### config.mk
export PLATFORM = sky130hd
export DESIGN_NAME = id_ex_stage_register
export DESIGN_NICKNAME = d
export VERILOG_FILES = /design/src/rtl/id_ex_stage_register.sv
export SDC_FILE = /design/constraint.sdc
export NUM_CORES = 1
export LEC_CHECK = 0
export ABC_AREA = 0
export BUFFER_PORTS_ARGS = -buffer_cell sky130_fd_sc_hd__buf_2
export CAP_MARGIN = 5
export CORE_AREA = 3 3 130 132
export CTS_BUF_LIST = sky130_fd_sc_hd__clkbuf_4 sky130_fd_sc_hd__clkbuf_8
export DETAILED_ROUTE_END_ITERATION = 8
export DIE_AREA = 0 0 133 135
export PLACE_DENSITY = 0.82
export SLEW_MARGIN = 20
export SYNTH_ARGS = -nofsm -noshare
export SYNTH_HDL_FRONTEND = slang
export SYNTH_SLANG_ARGS = --single-unit
### constraint.sdc
create_clock -name clk -period 6.41 [get_ports clk]
set_input_delay 0.3205 -clock clk [delete_from_list [all_inputs] [get_ports clk]]
set_output_delay 0.3205 -clock clk [all_outputs]
set_load 0.005 [all_outputs]
### src/rtl/id_ex_stage_register.sv
// -----------------------------------------------------------------------------
// id_ex_stage_register
//
// ID/EX pipeline register with load-use hazard detection and bubble insertion.
// When the instruction in EX is a load whose destination is read by the
// instruction in ID, the stage raises a combinational stall (freezing PC and
// IF/ID) and loads a bubble into EX instead of the ID instruction. A flush
// (EX-resolved redirect) kills the ID instruction and overrides the hazard.
// Every bubble inserted for a hazard is counted in a saturating counter.
//
// Ports:
//   clk, reset        rising-edge clock, asynchronous active-high reset
//   id_valid          ID holds a real instruction
//   id_pc             PC of the ID instruction
//   id_rs1/rs2/rd     register indices of the ID instruction
//   id_uses_rs1/rs2   ID instruction actually reads rs1/rs2
//   id_rs1/rs2_data   register file read data
//   id_imm            decoded immediate
//   id_ctrl           control bundle: bit0 reg_write, bit1 mem_read,
//                     bit2 mem_write, upper bits passed through
//   flush             kill the ID instruction this cycle
//   stall             combinational; hold PC and IF/ID
//   ex_*              registered EX-stage copies of the ID fields
//   bubble_count      registered count of load-use bubbles since reset
// -----------------------------------------------------------------------------
module id_ex_stage_register #(
  parameter int XLEN   = 32,
  parameter int CTRL_W = 8,
  parameter int CNT_W  = 32
) (
  input  logic              clk,
  input  logic              reset,
  input  logic              id_valid,
  input  logic [XLEN-1:0]   id_pc,
  input  logic [4:0]        id_rs1,
  input  logic [4:0]        id_rs2,
  input  logic [4:0]        id_rd,
  input  logic              id_uses_rs1,
  input  logic              id_uses_rs2,
  input  logic [XLEN-1:0]   id_rs1_data,
  input  logic [XLEN-1:0]   id_rs2_data,
  input  logic [XLEN-1:0]   id_imm,
  input  logic [CTRL_W-1:0] id_ctrl,
  input  logic              flush,
  output logic              stall,
  output logic              ex_valid,
  output logic [XLEN-1:0]   ex_pc,
  output logic [XLEN-1:0]   ex_rs1_data,
  output logic [XLEN-1:0]   ex_rs2_data,
  output logic [XLEN-1:0]   ex_imm,
  output logic [4:0]        ex_rs1,
  output logic [4:0]        ex_rs2,
  output logic [4:0]        ex_rd,
  output logic [CTRL_W-1:0] ex_ctrl,
  output logic [CNT_W-1:0]  bubble_count
);

  localparam logic [CNT_W-1:0] CNT_MAX = {CNT_W{1'b1}};
  localparam logic [CNT_W-1:0] CNT_ONE = {{(CNT_W-1){1'b0}}, 1'b1};

  logic              valid_q,    valid_d;
  logic [XLEN-1:0]   pc_q,       pc_d;
  logic [XLEN-1:0]   rs1_data_q, rs1_data_d;
  logic [XLEN-1:0]   rs2_data_q, rs2_data_d;
  logic [XLEN-1:0]   imm_q,      imm_d;
  logic [4:0]        rs1_q,      rs1_d;
  logic [4:0]        rs2_q,      rs2_d;
  logic [4:0]        rd_q,       rd_d;
  logic [CTRL_W-1:0] ctrl_q,     ctrl_d;
  logic [CNT_W-1:0]  count_q,    count_d;

  logic rs1_match_s;
  logic rs2_match_s;
  logic hazard_s;

  // Load-use detection: compares the ID sources against the load now in EX.
  // Only sources the instruction really reads can match, and x0 never does.
  always_comb begin
    rs1_match_s = id_uses_rs1 && (id_rs1 == rd_q);
    rs2_match_s = id_uses_rs2 && (id_rs2 == rd_q);
    hazard_s    = valid_q && ctrl_q[1] && (rd_q != 5'd0) && id_valid
                  && (rs1_match_s || rs2_match_s);
    // A redirect kills the dependent instruction, so there is nothing to hold.
    stall       = hazard_s && !flush;
  end

  // Next-state selection: flush bubble, hazard bubble, or load the ID fields.
  always_comb begin
    valid_d    = 1'b0;
    pc_d       = {XLEN{1'b0}};
    rs1_data_d = {XLEN{1'b0}};
    rs2_data_d = {XLEN{1'b0}};
    imm_d      = {XLEN{1'b0}};
    rs1_d      = 5'd0;
    rs2_d      = 5'd0;
    rd_d       = 5'd0;
    ctrl_d     = {CTRL_W{1'b0}};
    count_d    = count_q;
    if (flush) begin
      // Bubble from the defaults; redirects are not performance bubbles.
      count_d = count_q;
    end else if (hazard_s) begin
      if (count_q != CNT_MAX) begin
        count_d = count_q + CNT_ONE;
      end else begin
        count_d = count_q;
      end
    end else begin
      valid_d    = id_valid;
      pc_d       = id_pc;
      rs1_data_d = id_rs1_data;
      rs2_data_d = id_rs2_data;
      imm_d      = id_imm;
      // Zero indices on an empty slot keep the forwarding unit from matching it.
      if (id_valid) begin
        rs1_d  = id_rs1;
        rs2_d  = id_rs2;
        rd_d   = id_rd;
        ctrl_d = id_ctrl;
      end else begin
        rs1_d  = 5'd0;
        rs2_d  = 5'd0;
        rd_d   = 5'd0;
        ctrl_d = {CTRL_W{1'b0}};
      end
    end
  end

  // Pipeline register and bubble counter state.
  always_ff @(posedge clk or posedge reset) begin
    if (reset) begin
      valid_q    <= 1'b0;
      pc_q       <= {XLEN{1'b0}};
      rs1_data_q <= {XLEN{1'b0}};
      rs2_data_q <= {XLEN{1'b0}};
      imm_q      <= {XLEN{1'b0}};
      rs1_q      <= 5'd0;
      rs2_q      <= 5'd0;
      rd_q       <= 5'd0;
      ctrl_q     <= {CTRL_W{1'b0}};
      count_q    <= {CNT_W{1'b0}};
    end else begin
      valid_q    <= valid_d;
      pc_q       <= pc_d;
      rs1_data_q <= rs1_data_d;
      rs2_data_q <= rs2_data_d;
      imm_q      <= imm_d;
      rs1_q      <= rs1_d;
      rs2_q      <= rs2_d;
      rd_q       <= rd_d;
      ctrl_q     <= ctrl_d;
      count_q    <= count_d;
    end
  end

  assign ex_valid     = valid_q;
  assign ex_pc        = pc_q;
  assign ex_rs1_data  = rs1_data_q;
  assign ex_rs2_data  = rs2_data_q;
  assign ex_imm       = imm_q;
  assign ex_rs1       = rs1_q;
  assign ex_rs2       = rs2_q;
  assign ex_rd        = rd_q;
  assign ex_ctrl      = ctrl_q;
  assign bubble_count = count_q;

endmodule

==> results of run 1 <==
==> sequential cells by signal, indices dropped and copies added (netlist names) <==
signal        count
ex_rs2            5
ex_rs2_data      32
ex_pc            32
ex_rs1            5
bubble_count     32
ex_rs1_data      32
ex_imm           32
ex_rd             5
ex_valid          1
ex_ctrl           8
==> routing by layer <==
layer	wire length [um]	part of all wire	global-route usage
met1	6540	0.39	0.224
met2	8820	0.52	0.322
met3	1180	0.070	0.0544
met4	366	0.022	0.0687
met5	0	0	0
==> cell usage after synthesis, drive strengths merged, types with 4 or more instances <==
library cell / instances
nand4: 11
dfrtp: 184
nor3: 4
buf: 17
nand2: 15
xor2: 11
nor4: 5
nand3: 17
xnor2: 29
and4: 4
nor2: 5
and2: 153
and3: 9
==> worst max-delay path by stage <==
stage / endpoint / cells past startpoint / from
CTS: ex_rs2_data[10] / 6 / ex_rd[1]
floorplan: bubble_count[0] / 1 / reset
global placement: ex_rs2_data[10] / 6 / ex_rd[1]
global route: ex_rs2_data[11] / 7 / ex_rd[2]
finish: ex_rs2_data[10] / 6 / ex_rd[1]
detailed placement: ex_rs2_data[10] / 6 / ex_rd[1]
==> worst max-delay path: cells and delay by family, from the launching register on <==
kind	cells	cell delay [ps]
compound gates	2	1040
buf+inv	1	640
flops	1	440
simple gates	3	840
==> metrics by stage <==
| step | util | worst slack [ps] | power, W | hold slack, ps | std cells |
|---|---|---|---|---|---|
| 2_1_floorplan | - | 1090 | 0.00131 | 449 | 482 |
| 3_3_place_gp | 0.536 | 3430 | 0.00142 | 474 | 1023 |
| 3_5_place_dp | 0.536 | 3350 | 0.00143 | 483 | 1023 |
| 4_1_cts | 0.564 | 3330 | 0.00225 | 30.5 | 1056 |
| 5_1_grt | 0.566 | 3090 | 0.00233 | 30.0 | 1059 |
| 6_report | 0.566 | 3340 | 0.00222 | 74.1 | 1059 |
==> repair_timing <==
| item | in CTS | in global routing |
|---|---|---|
| endpoints found under the setup margin | 0 | 0 |
| endpoints found under the hold margin | 52 | 0 |
| hold buffers | 1 | 0 |
==> kinds of logic after synthesis <==
kind of cell	count (synthesis)	share of synthesized area
buffers and inverters	21	0.0164
AO/OA/AOI/OAI	4	0.00761
flip-flops	184	0.700
multiplexers	2	0.00342
adder cells (fa/ha/maj)	1	0.00190
AND/OR/NAND/NOR	230	0.217
XOR/XNOR	40	0.0533
==> cell type report <==
type | count | area (um2) | share of cell area
flip-flops and latches | 184 | 4600 | 0.514
multi-input cells | 277 | 1880 | 0.210
repair buffers | 345 | 1750 | 0.196
well taps | 216 | 270 | 0.0302
clock buffers | 18 | 248 | 0.0276
clock inverters | 14 | 183 | 0.0204
inverters | 3 | 18.8 | 0.00209
diodes | 2 | 5.00 | 0.000559
==> power groups by stage <==
stage	sequential [W]	combinational [W]	clock, W
global placement	0.00124	0.000178	0
floorplan	0.00125	0.0000646	0
finish	0.00122	0.000180	0.000818
CTS	0.00122	0.000183	0.000845
global route	0.00122	0.000202	0.000900
detailed placement	0.00124	0.000182	0
==> metrics, run 1 <==
final clock skew 7.99 ps; largest net degree at the start of global routing 106; Final Max Tran Viols 0; status complete, no violations; reg2reg end ex_rs2_data[10]; syn_nets 640; Final Instance Area 8960 um2; worst skew pair latency 440 ps; post-CTS setup buffers 0; HP Class input pin to flop; final hold vios 0; via count 4666; Total GRT Usage 0.187; YS warnings 0; crit path time final 3070 ps; antenna viol nets, final 0; worst slew pin tran 809 ps; post-synthesis async set-or-reset flop share 1.00; first-pass detailed-route iteration total 4; Final #Nets 986; H-tree depth 4; main flop type after synthesis dfrtp_1; fin crit share 0.479; Final Wtd Congestion 0.838; Die X 133 um; Sw Share 0.244; worst hold start id_pc[26]; R2R Setup Slk 3340 ps; Synth Cell Area 6580 um2; Die Y 135 um; crit-path cells or3_1, o311a_1, nor2b_2, a21oi_4, buf_4, and2_1; Crit-path slowest cell a21oi_4; TritonCTS buffer count 17; FMAX 0.326 GHz; Seq cells post-synth 184; dpl hpwl 12.8 mm; Synth Area per Inst 13.6 um2; RSZ-0062 raised after global routing no; CTS tree built; area leader, netlist dfrtp_1; WHS Path Cells 2; Synth cell types 33; Max Cap Viol 0; Pint 0.00168 W; most common library cell in the layout ignoring fill and taps buf_2; final setup fails 0; area fraction of the dominant cell type after synthesis 0.700; CP max stage delay 680 ps; clock-pin slew on the worst setup and hold paths 100 ps; Placement Rows 46; CTS max path bufs 2; clk root buf clkbuf_8; kind of end point of the critical path flop; P_leak 4.93 nW; kind of critical path flop to flop; DRC Markers 0; clock share of power 0.369; Sink Count 184; startpoint types flop; count of input and output buffers 341; WL/cell 16.0 um; starting density of the core 0.416; Worst Hold Path EP ex_pc[26]; DRT Wirelength 16.9 mm; Post-synth EDFFs 0; Slew headroom 0.459; grt total ovfl 0; core area 15800 um2; Starting DRT DRC Count 165; share of layout cells above drive strength 1 0.460; CP max FO 88; Gate power share 0.081; PwrDens 247 nW/um2; Sequential Power Share 0.550; Crit path required time 6790 ps; cells after synthesis 482; vias in the first global route 4798; switching pwr 0.000541 W; Worst R2R Start ex_rd[1]; Worst VDD drop 0.141 mV; Layout fillers 1365; first-pass GRT wire length 25.9 mm; Register-to-Register Path Depth 6; Area growth, synth to finish 36.2%; num ports 342; most frequent cells in the layout buf_2, dfrtp_1, and2_1, xnor2_1, clkbuf_8; cells resized by post-CTS repair 0; initial antenna violation count 2; final setup TNS 0 ps; DR vias/cell 4.41; synth top area cells dfrtp_1, and2_1, xnor2_1, xor2_1, nand3_1; WP data arrival 3450 ps; DIE AREA 18000 um2; Cell Area, Placed 8490 um2; sequential share of the synthesized area 0.700
(Power assumes the default switching activity.)
==> run 2, diff against run 1 <==
==> constraint.sdc (replaced) <==
create_clock -name clk -period 3 [get_ports clk]
set_input_delay 0.15 -clock clk [delete_from_list [all_inputs] [get_ports clk]]
set_output_delay 0.15 -clock clk [all_outputs]
set_load 0.005 [all_outputs]
==> run 2 against run 1 <==
Register-to-register slack worse by 2800 ps. Largest cell class unchanged. Largest power group unchanged. Fmax up 23%. Power up 130%.
==> metrics, run 2 (synthesized netlist as in run 1, its figures left out) <==
Slew headroom 0.529; vias in the first global route 5949; PwrDens 474 nW/um2; final clock skew 16.7 ps; starting density of the core 0.416; kind of critical path flop to flop; first-pass detailed-route iteration total 4; clock share of power 0.363; Seq. cell area 4600 um2; WHS Path Cells 2; Die X 133 um; worst slew pin tran 704 ps; final setup fails 0; antenna viol nets, final 0; switching pwr 0.00122 W; DR vias/cell 4.55; CP max stage delay 500 ps; share of layout cells above drive strength 1 0.394; Gate power share 0.115; Final #Nets 1144; most common library cell in the layout ignoring fill and taps buf_2; Starting DRT DRC Count 191; R2R Setup Slk 510 ps; crit path time final 2490 ps; WP data arrival 2860 ps; WL/cell 17.1 um; grt peak-use layer met2; Sink Count 184; clk root buf clkbuf_8; final setup TNS 0 ps; P_leak 5.61 nW; grt total ovfl 0; num ports 342; crit-path cells or3_1, o311a_1, nor2b_2, a21oi_4, buf_4, and2_1; FMAX 0.402 GHz; fin crit share 0.829; via count 5541; dpl hpwl 12.9 mm; Register-to-Register Path Depth 6; Worst VDD drop 0.249 mV; most frequent cells in the layout buf_2, dfrtp_1, and2_1, dlygate4sd3_1, xnor2_1; met3 Use GR 0.0715; footprint of the multi-input gates 1880 um2; count of input and output buffers 341; worst skew pair latency 460 ps; CTS tree built; Placement Rows 46; Finished Layout Cells 1217; met2 GRT Util 0.431; core area 15800 um2; RSZ-0062 raised after global routing no; Layout fillers 1107; first-pass GRT wire length 31.9 mm; CP max FO 24; kind of end point of the critical path flop; worst hold start flush; DRC Markers 0; final hold vios 0; Pint 0.00379 W; post-CTS setup buffers 0; worst setup path start ex_rd[1]; Sequential Power Share 0.521; Final Max Tran Viols 0; Levels on crit path 6; Crit-path slowest cell a21oi_4; largest net degree at the start of global routing 58; M1 GR Usage 0.245; CP Buf/Inv Count 1; clock-pin slew on the worst setup and hold paths 90 ps; Final Wtd Congestion 0.905; initial antenna violation count 2; Cells after DPL 1031; crit-path leading delay family compound AO/OA/AOI/OAI gates; HP Class input pin to flop; Total GRT Usage 0.231; TritonCTS buffer count 17; Crit path required time 3380 ps; H-tree depth 4; Sw Share 0.243; Die Y 135 um; status complete, no violations; Area growth, synth to finish 60.7%; startpoint types flop; CTS max path bufs 2; Max Cap Viol 0; DRT Wirelength 20.8 mm; DIE AREA 18000 um2; Worst R2R Start ex_rd[1]
## run 2: per-layer routing
layer	vias up	share of wire	wire, um
met2	241	0.55	11500
met3	47	0.068	1410
li1	2559	-	-
met4	0	0.028	585
met1	2694	0.35	7280
met5	-	0	0
## run 2: path summary, 6_finish.rpt
path,end
setup / recovery,ex_pc[20]
hold / removal,ex_valid
setup reg to reg,ex_pc[20]
hold reg to reg,bubble_count[20]
max in group asynchronous,ex_pc[19]
min in group asynchronous,bubble_count[17]
## run 2: final cells by class
| class | instances | area share |
|---|---|---|
| clock inverters | 14 | 0.0191 |
| clock buffers | 18 | 0.0228 |
| repair buffers | 503 | 0.317 |
| flip-flops and latches | 184 | 0.436 |
| diodes | 2 | 0.000473 |
| multi-input cells | 277 | 0.178 |
| well taps | 216 | 0.0256 |
| inverters | 3 | 0.00142 |
## run 2: power by group through the flow
stage / registers [W] / clock network, W / logic (W)
after global placement: 0.00265 / 0 / 0.000396
after global routing: 0.00262 / 0.00198 / 0.000628
after CTS: 0.00260 / 0.00185 / 0.000567
after detailed placement: 0.00265 / 0 / 0.000404
after floorplan: 0.00267 / 0 / 0.000138
final: 0.00261 / 0.00182 / 0.000578
## run 2: what timing repair did
item                       in CTS  in global routing
hold endpoints to repair      176                  0
setup endpoints to repair       0                  0
gates resized for setup         0                  0
hold buffers                  152                  0
## run 2: through the flow
stage	cell area (um2)	hold WS, ps	power (W)	utilization	setup WS [ps]
after floorplan	6580	279	0.00281	-	485
after global placement	8590	296	0.00305	0.543	539
after detailed placement	8590	298	0.00306	0.543	488
after CTS	10600	55.7	0.00502	0.667	448
after global routing	10600	31.2	0.00523	0.668	347
final	10600	48.7	0.00501	0.668	513
==> run 3, diff against run 2 <==
--- a/config.mk
+++ b/config.mk
@@ -5,14 +5,14 @@
 export SDC_FILE = /design/constraint.sdc
 export NUM_CORES = 1
 export LEC_CHECK = 0
-export ABC_AREA = 0
+export ABC_AREA = 1
 export BUFFER_PORTS_ARGS = -buffer_cell sky130_fd_sc_hd__buf_2
 export CAP_MARGIN = 5
-export CORE_AREA = 3 3 130 132
+export CORE_AREA = 3 3 133 135
 export CTS_BUF_LIST = sky130_fd_sc_hd__clkbuf_4 sky130_fd_sc_hd__clkbuf_8
 export DETAILED_ROUTE_END_ITERATION = 8
-export DIE_AREA = 0 0 133 135
-export PLACE_DENSITY = 0.82
+export DIE_AREA = 0 0 136 138
+export PLACE_DENSITY = 0.84
 export SLEW_MARGIN = 20
 export SYNTH_ARGS = -nofsm -noshare
 export SYNTH_HDL_FRONTEND = slang
==> constraint.sdc (replaced) <==
create_clock -name clk -period 2.4 [get_ports clk]
set_input_delay 0.12 -clock clk [delete_from_list [all_inputs] [get_ports clk]]
set_output_delay 0.12 -clock clk [all_outputs]
set_load 0.005 [all_outputs]
==> run 3 against run 2 <==
Setup slack worse by 310 ps. Die area increased by 4.5%. Synthesized area grew 13%. Clock-buffer cell count increased by 1. Clock power rose by 13%. Flip-flop and latch count stayed put. Sequential power rose by 25%. Critical endpoint is now ex_ctrl[6]. Largest cell class unchanged.
==> metrics, run 3 <==
largest net degree at the start of global routing 66; clk root buf clkbuf_8; WL/cell 17.7 um; count of input and output buffers 341; Sink Count 184; PwrDens 537 nW/um2; final setup TNS 0 ps; most frequent cells in the layout buf_2, nand2_1, nor2_1, dfrtp_1, dlygate4sd3_1; Slew headroom 0.617; startpoint types flop; Seq cells post-synth 184; via count 7712; vias in the first global route 8024; first-pass detailed-route iteration total 6; crit path time final 2200 ps; DR vias/cell 4.82; Synth Area per Inst 8.75 um2; Post-synth EDFFs 0; main flop type after synthesis dfrtp_1; Area growth, synth to finish 54.3%; Total GRT Usage 0.298; HP Class input pin to flop; num ports 342; R2R Setup Slk 200 ps; Synth Cell Area 7440 um2; Final Instance Area 11500 um2; CTS tree built; Crit path required time 2780 ps; post-synthesis async set-or-reset flop share 1.00; Commonest cells post-synth nand2_1, nor2_1, dfrtp_1; Die X 136 um; final setup fails 0; RSZ-0062 raised after global routing no; kind of critical path flop to flop; setup slack after layout 200 ps; most common library cell in the layout ignoring fill and taps buf_2; Hold Buf Count CTS 167; Placement Rows 47; DIE AREA 18800 um2; CTS max path bufs 2; area fraction of the dominant cell type after synthesis 0.619; Cell Area, Placed 9410 um2; Synth cell types 26; syn_nets 1008; Starting DRT DRC Count 518; starting density of the core 0.449; most common cell in the synthesized netlist nand2_1; DRT Wirelength 28.3 mm; Final Wtd Congestion 0.961; area leader, netlist dfrtp_1; WP data arrival 2580 ps; worst hold margin 129 ps; kind of end point of the critical path flop; Final #Nets 1522; cells after synthesis 850; P_leak 6.71 nW; final clock skew 20.4 ps; Max Cap Viol 0; cells resized by post-CTS repair 0; YS warnings 0; dpl hpwl 16.8 mm; Final Max Tran Viols 0; share of layout cells above drive strength 1 0.296; antenna viol nets, final 0; final hold vios 0; FMAX 0.455 GHz; Die Y 138 um; fin crit share 0.917; status complete, no violations; post-CTS setup buffers 0; Core Util, Final 0.692; synth top area cells dfrtp_1, nand2_1, nor2_1, inv_1, xor2_1; H-tree depth 4; DRC Markers 0; TritonCTS buffer count 17; CP max FO 16; core area 16600 um2; worst skew pair latency 450 ps; initial antenna violation count 2; sequential share of the synthesized area 0.619; Place WS 434 ps; Worst VDD drop 0.396 mV; clock-pin slew on the worst setup and hold paths 110 ps; first-pass GRT wire length 43.3 mm; worst slew pin tran 574 ps; grt total ovfl 0
run 3: changes by cell type after synthesis, sizes merged, moves of 5 or more:
cell / change
and2: -153
and3: -9
buf: +8
inv: +157
nand2: +196
nand3b: +5
nand4: -9
nor2: +192
nor3: +14
nor4: -5
xnor2: -24
xor2: +6
run 3: final timing paths:
kind                                       start          endpoint  cells past startpoint
worst max register to register          ex_rd[3]        ex_ctrl[6]                     10
max in group asynchronous                  reset        ex_imm[26]                      4
worst max-delay path                    ex_rd[3]        ex_ctrl[6]                     10
worst min register to register  bubble_count[28]  bubble_count[28]                      2
worst min-delay path                    id_valid          ex_valid                      3
min in group asynchronous                  reset    ex_rs2_data[4]                      3
run 3: critical path: stages, from the launching register on:
cell	delay [ps]
dfrtp_1	450
inv_2	90
nand2_1	70
nand2_1	70
nor2_1	40
nand3_1	90
nand2_2	90
nand2_2	280
nand3_1	130
nor2_1	190
dlygate4sd3_1	620
run 3: cell type report:
cell class | count | area, um2
Sequential cell | 184 | 4600
Fill cell | 1119 | 5100
Tap cell | 220 | 275
Inverter | 161 | 611
Multi-Input combinational cell | 479 | 2050
Timing Repair Buffer | 521 | 3540
Antenna cell | 2 | 5.00
Clock buffer | 19 | 262
Clock inverter | 13 | 138
run 3: cell families after synthesis:
kind of cell    after synthesis  synth area share
fa+ha+maj                     1           0.00168
compound gates                1          0.000672
flops                       184             0.619
buf+inv                     187             0.107
simple gates                455             0.246
xor+xnor                     22            0.0259
run 3: routing by layer:
| metal | vias up | wire [um] | GRT usage |
|---|---|---|---|
| met1 | 3640 | 10000 | 0.334 |
| met5 | - | 0 | 0 |
| met4 | 0 | 1540 | 0.163 |
| li1 | 3479 | - | - |
| met2 | 465 | 14400 | 0.508 |
| met3 | 128 | 2320 | 0.0825 |
run 3: report_power, final:
| part | internal [W] | switching [W] | leakage (nW) |
|---|---|---|---|
| Combinational | 0.000428 | 0.000409 | 4.10 |
| Sequential | 0.00322 | 0.0000488 | 2.42 |
| Clock | 0.000823 | 0.00123 | 0.191 |
| Total | 0.00447 | 0.00169 | 6.71 |
run 3: through the flow:
step,power (W),instances
2_1_floorplan,0.00356,850
3_3_place_gp,0.00388,1398
3_5_place_dp,0.00390,1398
4_1_cts,0.00613,1597
5_1_grt,0.00645,1599
6_report,0.00616,1599
